### config.mk
export PLATFORM = sky130hd
export DESIGN_NAME = pipe_hazard_ctrl
export DESIGN_NICKNAME = d
export VERILOG_FILES = /design/src/rtl/cpu_pipe_pkg.sv /design/src/rtl/hazard_match.sv /design/src/rtl/pipe_hazard_ctrl.sv
export SDC_FILE = /design/constraint.sdc
export NUM_CORES = 1
export LEC_CHECK = 0
export CAP_MARGIN = 10
export CELL_PAD_IN_SITES_DETAIL_PLACEMENT = 1
export CELL_PAD_IN_SITES_GLOBAL_PLACEMENT = 2
export CORE_ASPECT_RATIO = 0.75
export CORE_MARGIN = 5
export CORE_UTILIZATION = 27
export DETAILED_ROUTE_END_ITERATION = 8
export PLACE_DENSITY = 0.75
export SYNTH_ARGS = -nofsm -noshare
export SYNTH_HDL_FRONTEND = slang
export SYNTH_HIERARCHICAL = 1
export SYNTH_SLANG_ARGS = --single-unit
### constraint.sdc
create_clock -name clk -period 2.8 [get_ports clk]
set_input_delay 0.28 -clock clk [delete_from_list [all_inputs] [get_ports clk]]
set_output_delay 0.28 -clock clk [all_outputs]
set_load 0.01 [all_outputs]
### src/rtl/cpu_pipe_pkg.sv
// Shared pipeline constants: stage indices, the "read from regfile" forward
// encoding and the width of a forward-select field.
package cpu_pipe_pkg;

  localparam int ST_IF  = 0;
  localparam int ST_ID  = 1;
  localparam int ST_EX  = 2;
  localparam int ST_MEM = 3;
  localparam int ST_WB  = 4;

  localparam int FWD_RF = 0;

  function automatic int sel_width(input int nstage);
    return (nstage > 2) ? $clog2(nstage) : 1;
  endfunction

endpackage

### src/rtl/hazard_match.sv
// Priority encoder for one ID source operand: finds the youngest tracked
// producer of the same register and reports its stage and any load interlock.
module hazard_match
  import cpu_pipe_pkg::*;
#(
  parameter int NSTAGE   = 5,
  parameter int AW       = 5,
  parameter int FWD_EN   = 1,
  parameter int LOAD_RDY = 4,
  localparam int SELW    = sel_width(NSTAGE),
  localparam int NT      = NSTAGE - 2
) (
  input  logic [NT-1:0]    valid_i,
  input  logic [NT-1:0]    wen_i,
  input  logic [NT-1:0]    load_i,
  input  logic [NT*AW-1:0] dst_i,
  input  logic             used_i,
  input  logic [AW-1:0]    src_i,
  output logic [SELW-1:0]  fwd_sel_o,
  output logic             stall_req_o
);

  logic [NT-1:0] match;

  genvar gi;
  generate
    for (gi = 0; gi < NT; gi++) begin : g_match
      assign match[gi] = used_i & valid_i[gi] & wen_i[gi]
                       & (dst_i[gi*AW +: AW] != '0)
                       & (dst_i[gi*AW +: AW] == src_i);
    end
  endgenerate

  // Scan oldest to youngest so the lowest stage index is the one left standing.
  always_comb begin
    fwd_sel_o   = SELW'(FWD_RF);
    stall_req_o = 1'b0;
    for (int j = NT - 1; j >= 0; j--) begin
      if (match[j]) begin
        if (FWD_EN != 0) begin
          fwd_sel_o   = SELW'(j + ST_EX);
          stall_req_o = load_i[j] && ((j + ST_EX) < LOAD_RDY);
        end else begin
          fwd_sel_o   = SELW'(FWD_RF);
          stall_req_o = 1'b1;
        end
      end
    end
  end

endmodule

### src/rtl/pipe_hazard_ctrl.sv
// In-order pipeline control: per-stage valid bits, valid/allowin/ready_go
// handshake, destination tracking for EX..WB, forwarding selects and interlock.
module pipe_hazard_ctrl
  import cpu_pipe_pkg::*;
#(
  parameter int NSTAGE   = 5,
  parameter int AW       = 5,
  parameter int NUM_SRC  = 2,
  parameter int FWD_EN   = 1,
  parameter int LOAD_RDY = 4,
  parameter int CNT_W    = 32,
  localparam int SELW    = sel_width(NSTAGE)
) (
  input  logic                    clk,
  input  logic                    resetn,
  input  logic                    fs_valid_in,
  input  logic [NSTAGE-1:0]       ready_go,
  input  logic [NSTAGE-1:0]       flush_mask,
  input  logic [NUM_SRC*AW-1:0]   id_src_addr,
  input  logic [NUM_SRC-1:0]      id_src_used,
  input  logic [AW-1:0]           id_dst,
  input  logic                    id_wen,
  input  logic                    id_is_load,
  output logic [NSTAGE-1:0]       stage_valid,
  output logic [NSTAGE-1:0]       allowin,
  output logic [NSTAGE-1:0]       advance,
  output logic                    hazard_stall,
  output logic [NUM_SRC*SELW-1:0] fwd_sel,
  output logic [CNT_W-1:0]        stall_cnt
);

  localparam int NT = NSTAGE - 2;

  logic [NSTAGE-1:0]       valid_q, valid_d;
  logic [NT-1:0]           wen_q, wen_d, load_q, load_d;
  logic [NT*AW-1:0]        dst_q, dst_d;
  logic [CNT_W-1:0]        cnt_q, cnt_d;

  logic [NSTAGE-1:0]       go;
  logic [NSTAGE-1:0]       incoming;
  logic                    eval;
  logic [NUM_SRC-1:0]      stall_req;
  logic [NUM_SRC*SELW-1:0] sel_raw;
  logic [NT-1:0]           wen_src, load_src;
  logic [NT*AW-1:0]        dst_src;

  assign eval = valid_q[ST_ID] & ~flush_mask[ST_ID];

  genvar gi;
  generate
    for (gi = 0; gi < NUM_SRC; gi++) begin : g_src
      hazard_match #(
        .NSTAGE  (NSTAGE),
        .AW      (AW),
        .FWD_EN  (FWD_EN),
        .LOAD_RDY(LOAD_RDY)
      ) u_match (
        .valid_i    (valid_q[NSTAGE-1:ST_EX]),
        .wen_i      (wen_q),
        .load_i     (load_q),
        .dst_i      (dst_q),
        .used_i     (id_src_used[gi]),
        .src_i      (id_src_addr[gi*AW +: AW]),
        .fwd_sel_o  (sel_raw[gi*SELW +: SELW]),
        .stall_req_o(stall_req[gi])
      );
    end

    // EX takes its metadata from the ID inputs; later stages from their predecessor.
    for (gi = 0; gi < NT; gi++) begin : g_meta_src
      if (gi == 0) begin : g_from_id
        assign dst_src[AW-1:0] = id_dst;
        assign wen_src[0]      = id_wen;
        assign load_src[0]     = id_is_load;
      end else begin : g_from_prev
        assign dst_src[gi*AW +: AW] = dst_q[(gi-1)*AW +: AW];
        assign wen_src[gi]          = wen_q[gi-1];
        assign load_src[gi]         = load_q[gi-1];
      end
    end
  endgenerate

  assign hazard_stall = eval & (|stall_req);
  assign fwd_sel      = eval ? sel_raw : '0;

  always_comb begin
    go        = ready_go;
    go[ST_ID] = ready_go[ST_ID] & ~hazard_stall;
  end

  // Walk from WB back to IF; "down" is the allowin of the next stage.
  always_comb begin
    logic down;
    down    = 1'b1;
    allowin = '0;
    advance = '0;
    for (int s = NSTAGE - 1; s >= 0; s--) begin
      allowin[s] = ~valid_q[s] | (go[s] & down);
      advance[s] = valid_q[s] & go[s] & down;
      down       = allowin[s];
    end
  end

  assign incoming = {advance[NSTAGE-2:0], fs_valid_in};

  always_comb begin
    valid_d = valid_q;
    for (int s = 0; s < NSTAGE; s++) begin
      if (flush_mask[s])   valid_d[s] = 1'b0;
      else if (allowin[s]) valid_d[s] = incoming[s];
    end
  end

  always_comb begin
    dst_d  = dst_q;
    wen_d  = wen_q;
    load_d = load_q;
    for (int j = 0; j < NT; j++) begin
      if (flush_mask[j+ST_EX] || (allowin[j+ST_EX] && !incoming[j+ST_EX])) begin
        dst_d[j*AW +: AW] = '0;
        wen_d[j]          = 1'b0;
        load_d[j]         = 1'b0;
      end else if (allowin[j+ST_EX]) begin
        dst_d[j*AW +: AW] = dst_src[j*AW +: AW];
        wen_d[j]          = wen_src[j];
        load_d[j]         = load_src[j];
      end
    end
  end

  assign cnt_d = cnt_q + CNT_W'(hazard_stall);

  always_ff @(posedge clk or negedge resetn) begin
    if (!resetn) begin
      valid_q <= '0;
      dst_q   <= '0;
      wen_q   <= '0;
      load_q  <= '0;
      cnt_q   <= '0;
    end else begin
      valid_q <= valid_d;
      dst_q   <= dst_d;
      wen_q   <= wen_d;
      load_q  <= load_d;
      cnt_q   <= cnt_d;
    end
  end

  assign stage_valid = valid_q;
  assign stall_cnt   = cnt_q;

endmodule

==> results.md <==
- DR vias/cell: 4.75
- Design Power: 0.00215 W
- DR vias: 2,781
- Max VDD drop: roughly 250 uV
- Htree depth: 3
- Worst Path Required: 3.00 ns
- Initial antenna violation count: 0
- Clk pwr share: 0.545
- Ant. Diodes: 0
- CTS tree: built
- Initial Util: 0.279
- Maximum clock path buffer count: 2
- Final nets: between 400 and 500
- Post-Route WL: 10.2 mm
- Reg2Reg Depth: 14
- Psw: 0.000431 W
- Register share of total power: 0.387
- Worst slew margin: 0.522
- Clk pin slew, worst setup/hold paths: approximately 0.05 ns
- Clk_lat worst skew: about 0.32 ns
- Design area: between 5000 and 6000 um^2
- Fillers: 1,210
- Cells after Synth: 288
- Comb pwr share: 0.068
- Core Area: roughly 11,000 um^2
- Crit share post-route: 1.03
- Syn-to-layout area delta: 62.1%
- Pint: around 0.0017 W
- Drt drc: 0
- Final ANT Viol Nets: 0
- Fin util: 0.452
- CTS Sinks: 57
- Maxcap violations: 0
- Endpoint class of the critical path: flip-flop
- Multi-input logic area: ~1800 um^2
- Outcome: complete, but fails checks
- Share of layout cells above drive strength 1: 0.289
- Final setup vio count: 8
- Die footprint: 13,700 um^2
- Width of the chip: 133 um
- Final worst setup slack: -0.0888 ns
- Root buf cell: clkbuf_16
- Synth warnings: 6
- DIE HEIGHT: 103 um
- Clock buffer count from CTS: 9
- Worst path arrival time: just over 3 ns
- Sw Share: 0.200
- Number of global-route vias before repair: approximately 3,100
- Avg WL per Cell: 17.3 um
- Mean post-synth cell area: 10.7 um^2
- Rows: 33
- Reg area: 1430 um^2
- Cell area after synthesis: 3090 um^2
- Slew Limit Fails: 0
- Cell Area, Placed: 4450 um^2
- IO Pins: 86
- DRT Pass-1 Iters: 4
- CP startpoint: dst_q[0]$_DFFE_PN0P_
- Pwr/cell area: 429 nW/um^2
- R2R Path Start: dst_q[0]$_DFFE_PN0P_
- IO buf count: 85
- Largest net degree at the start of global routing: 29
- Failing checks: negative setup slack
- Slew @ Worst Pin: 0.717 ns
- Routability cong.: slightly below 0.9
- CP Class: reg2reg
- Leak: 2.26 nW
- All-Layer GR Usage: 0.152
- Nature of the critical path startpoint: flip-flop
- Final worst path period need: 2.89 ns
- RSZ-0062 raised after global routing: yes
- Setup TNS: -0.278 ns
- Worst Path Max Fanout: 4
- Iteration-0 DRC count of the detailed router: 74
- Grt total ovfl: 0
- Net Count, Synth: around 320
- Skew final: approximately 0.0065 ns
- Global-route wire length before repair: 16.5 mm
- FMAX: 0.346 GHz
- Final Hold Vio Count: 0
- Detailed placement HPWL: 7.86 mm
- Hold crit path type: in2async
-- critical path, cell delays in order (launching register included) --
cell,delay [ns]
dfrtp_2,0.45
buf_6,0.16
nor3_4,0.05
a2111oi_4,0.41
mux2_4,0.35
nor2_4,0.14
nor2b_4,0.06
ha_4,0.17
buf_4,0.13
nand2_2,0.09
nor4_4,0.04
buf_4,0.15
and2b_2,0.22
and3_4,0.19
xor2_2,0.13
-- cells in the final DEF (no fill, tap or decap), drive strengths merged --
| master | instances |
|---|---|
| nor4 | 8 |
| dfrtp | 57 |
| and2b | 4 |
| a22o | 13 |
| nor2b | 6 |
| nand2 | 25 |
| a21oi | 13 |
| clkinv | 1 |
| clkbuf | 11 |
| o211ai | 2 |
| and2 | 13 |
| clkdlybuf4s50 | 63 |
| xor2 | 26 |
| a21boi | 2 |
| inv | 4 |
| a2111oi | 2 |
| and4 | 3 |
| a31oi | 1 |
| and3 | 6 |
| or2 | 2 |
| nand4 | 11 |
| a211oi | 2 |
| o21ai | 1 |
| xnor2 | 32 |
| mux2 | 2 |
| nand2b | 2 |
| nor2 | 14 |
| dlygate4sd2 | 15 |
| bufinv | 2 |
| or4 | 2 |
| ha | 2 |
| nor3 | 9 |
| dlymetal6s2s | 2 |
| nand3 | 22 |
| buf | 66 |
-- final cells by class --
type                       instances  share of cell area
sequential                        57               0.286
timing repair buffer             146               0.256
clock buffer                      11              0.0505
multi-input combinational        225               0.356
tap                              140              0.0350
clock inverter                     3              0.0130
inverter                           4             0.00350
-- worst paths after layout --
kind                                                end  slack, ns
worst max-delay path            stall_cnt[27]$_DFF_PN0_      -0.09
worst min-delay path            stall_cnt[17]$_DFF_PN0_       0.02
worst max register to register  stall_cnt[27]$_DFF_PN0_      -0.09
worst min register to register  stall_cnt[31]$_DFF_PN0_       0.47
max in group asynchronous          dst_q[1]$_DFFE_PN0P_       2.05
min in group clk                stall_cnt[31]$_DFF_PN0_       0.47
-- registers in the layout, indices dropped and copies added, names as in the netlist --
name and flops:
wen_q 3, load_q 2, dst_q 15, stall_cnt 32, stage_valid 5
-- power groups by stage --
stage	Combinational (W)	Clock (W)	Sequential (W)
2_1_floorplan	0.0000331	0	0.000846
3_3_place_gp	0.000144	0	0.000846
3_5_place_dp	0.000146	0	0.000846
4_1_cts	0.000144	0.00120	0.000832
5_1_grt	0.000159	0.00124	0.000832
6_report	0.000145	0.00117	0.000833
-- layer usage --
layer	GRT usage	wire (um)
met5	0	0
met4	0.0403	84
met3	0.0356	428
met2	0.235	4680
met1	0.217	4980
-- per-stage QoR --
stage | worst slack, ns | std cells | hold slack [ns]
5_1_grt | -0.248 | 586 | 0.0668
3_5_place_dp | -0.674 | 556 | 0.377
3_3_place_gp | -0.600 | 556 | 0.376
6_report | -0.0888 | 586 | 0.0162
2_1_floorplan | 0.00452 | 288 | -0.0156
4_1_cts | -0.141 | 578 | 0.0309
-- repair_timing --
action	CTS	global route
cloned	0	0
buffers inserted	8	8
pin swaps	17	10
endpoints found under the setup margin	32	34
resized for setup	53	13
hold buffers	0	0
(Power assumes the default switching activity.)
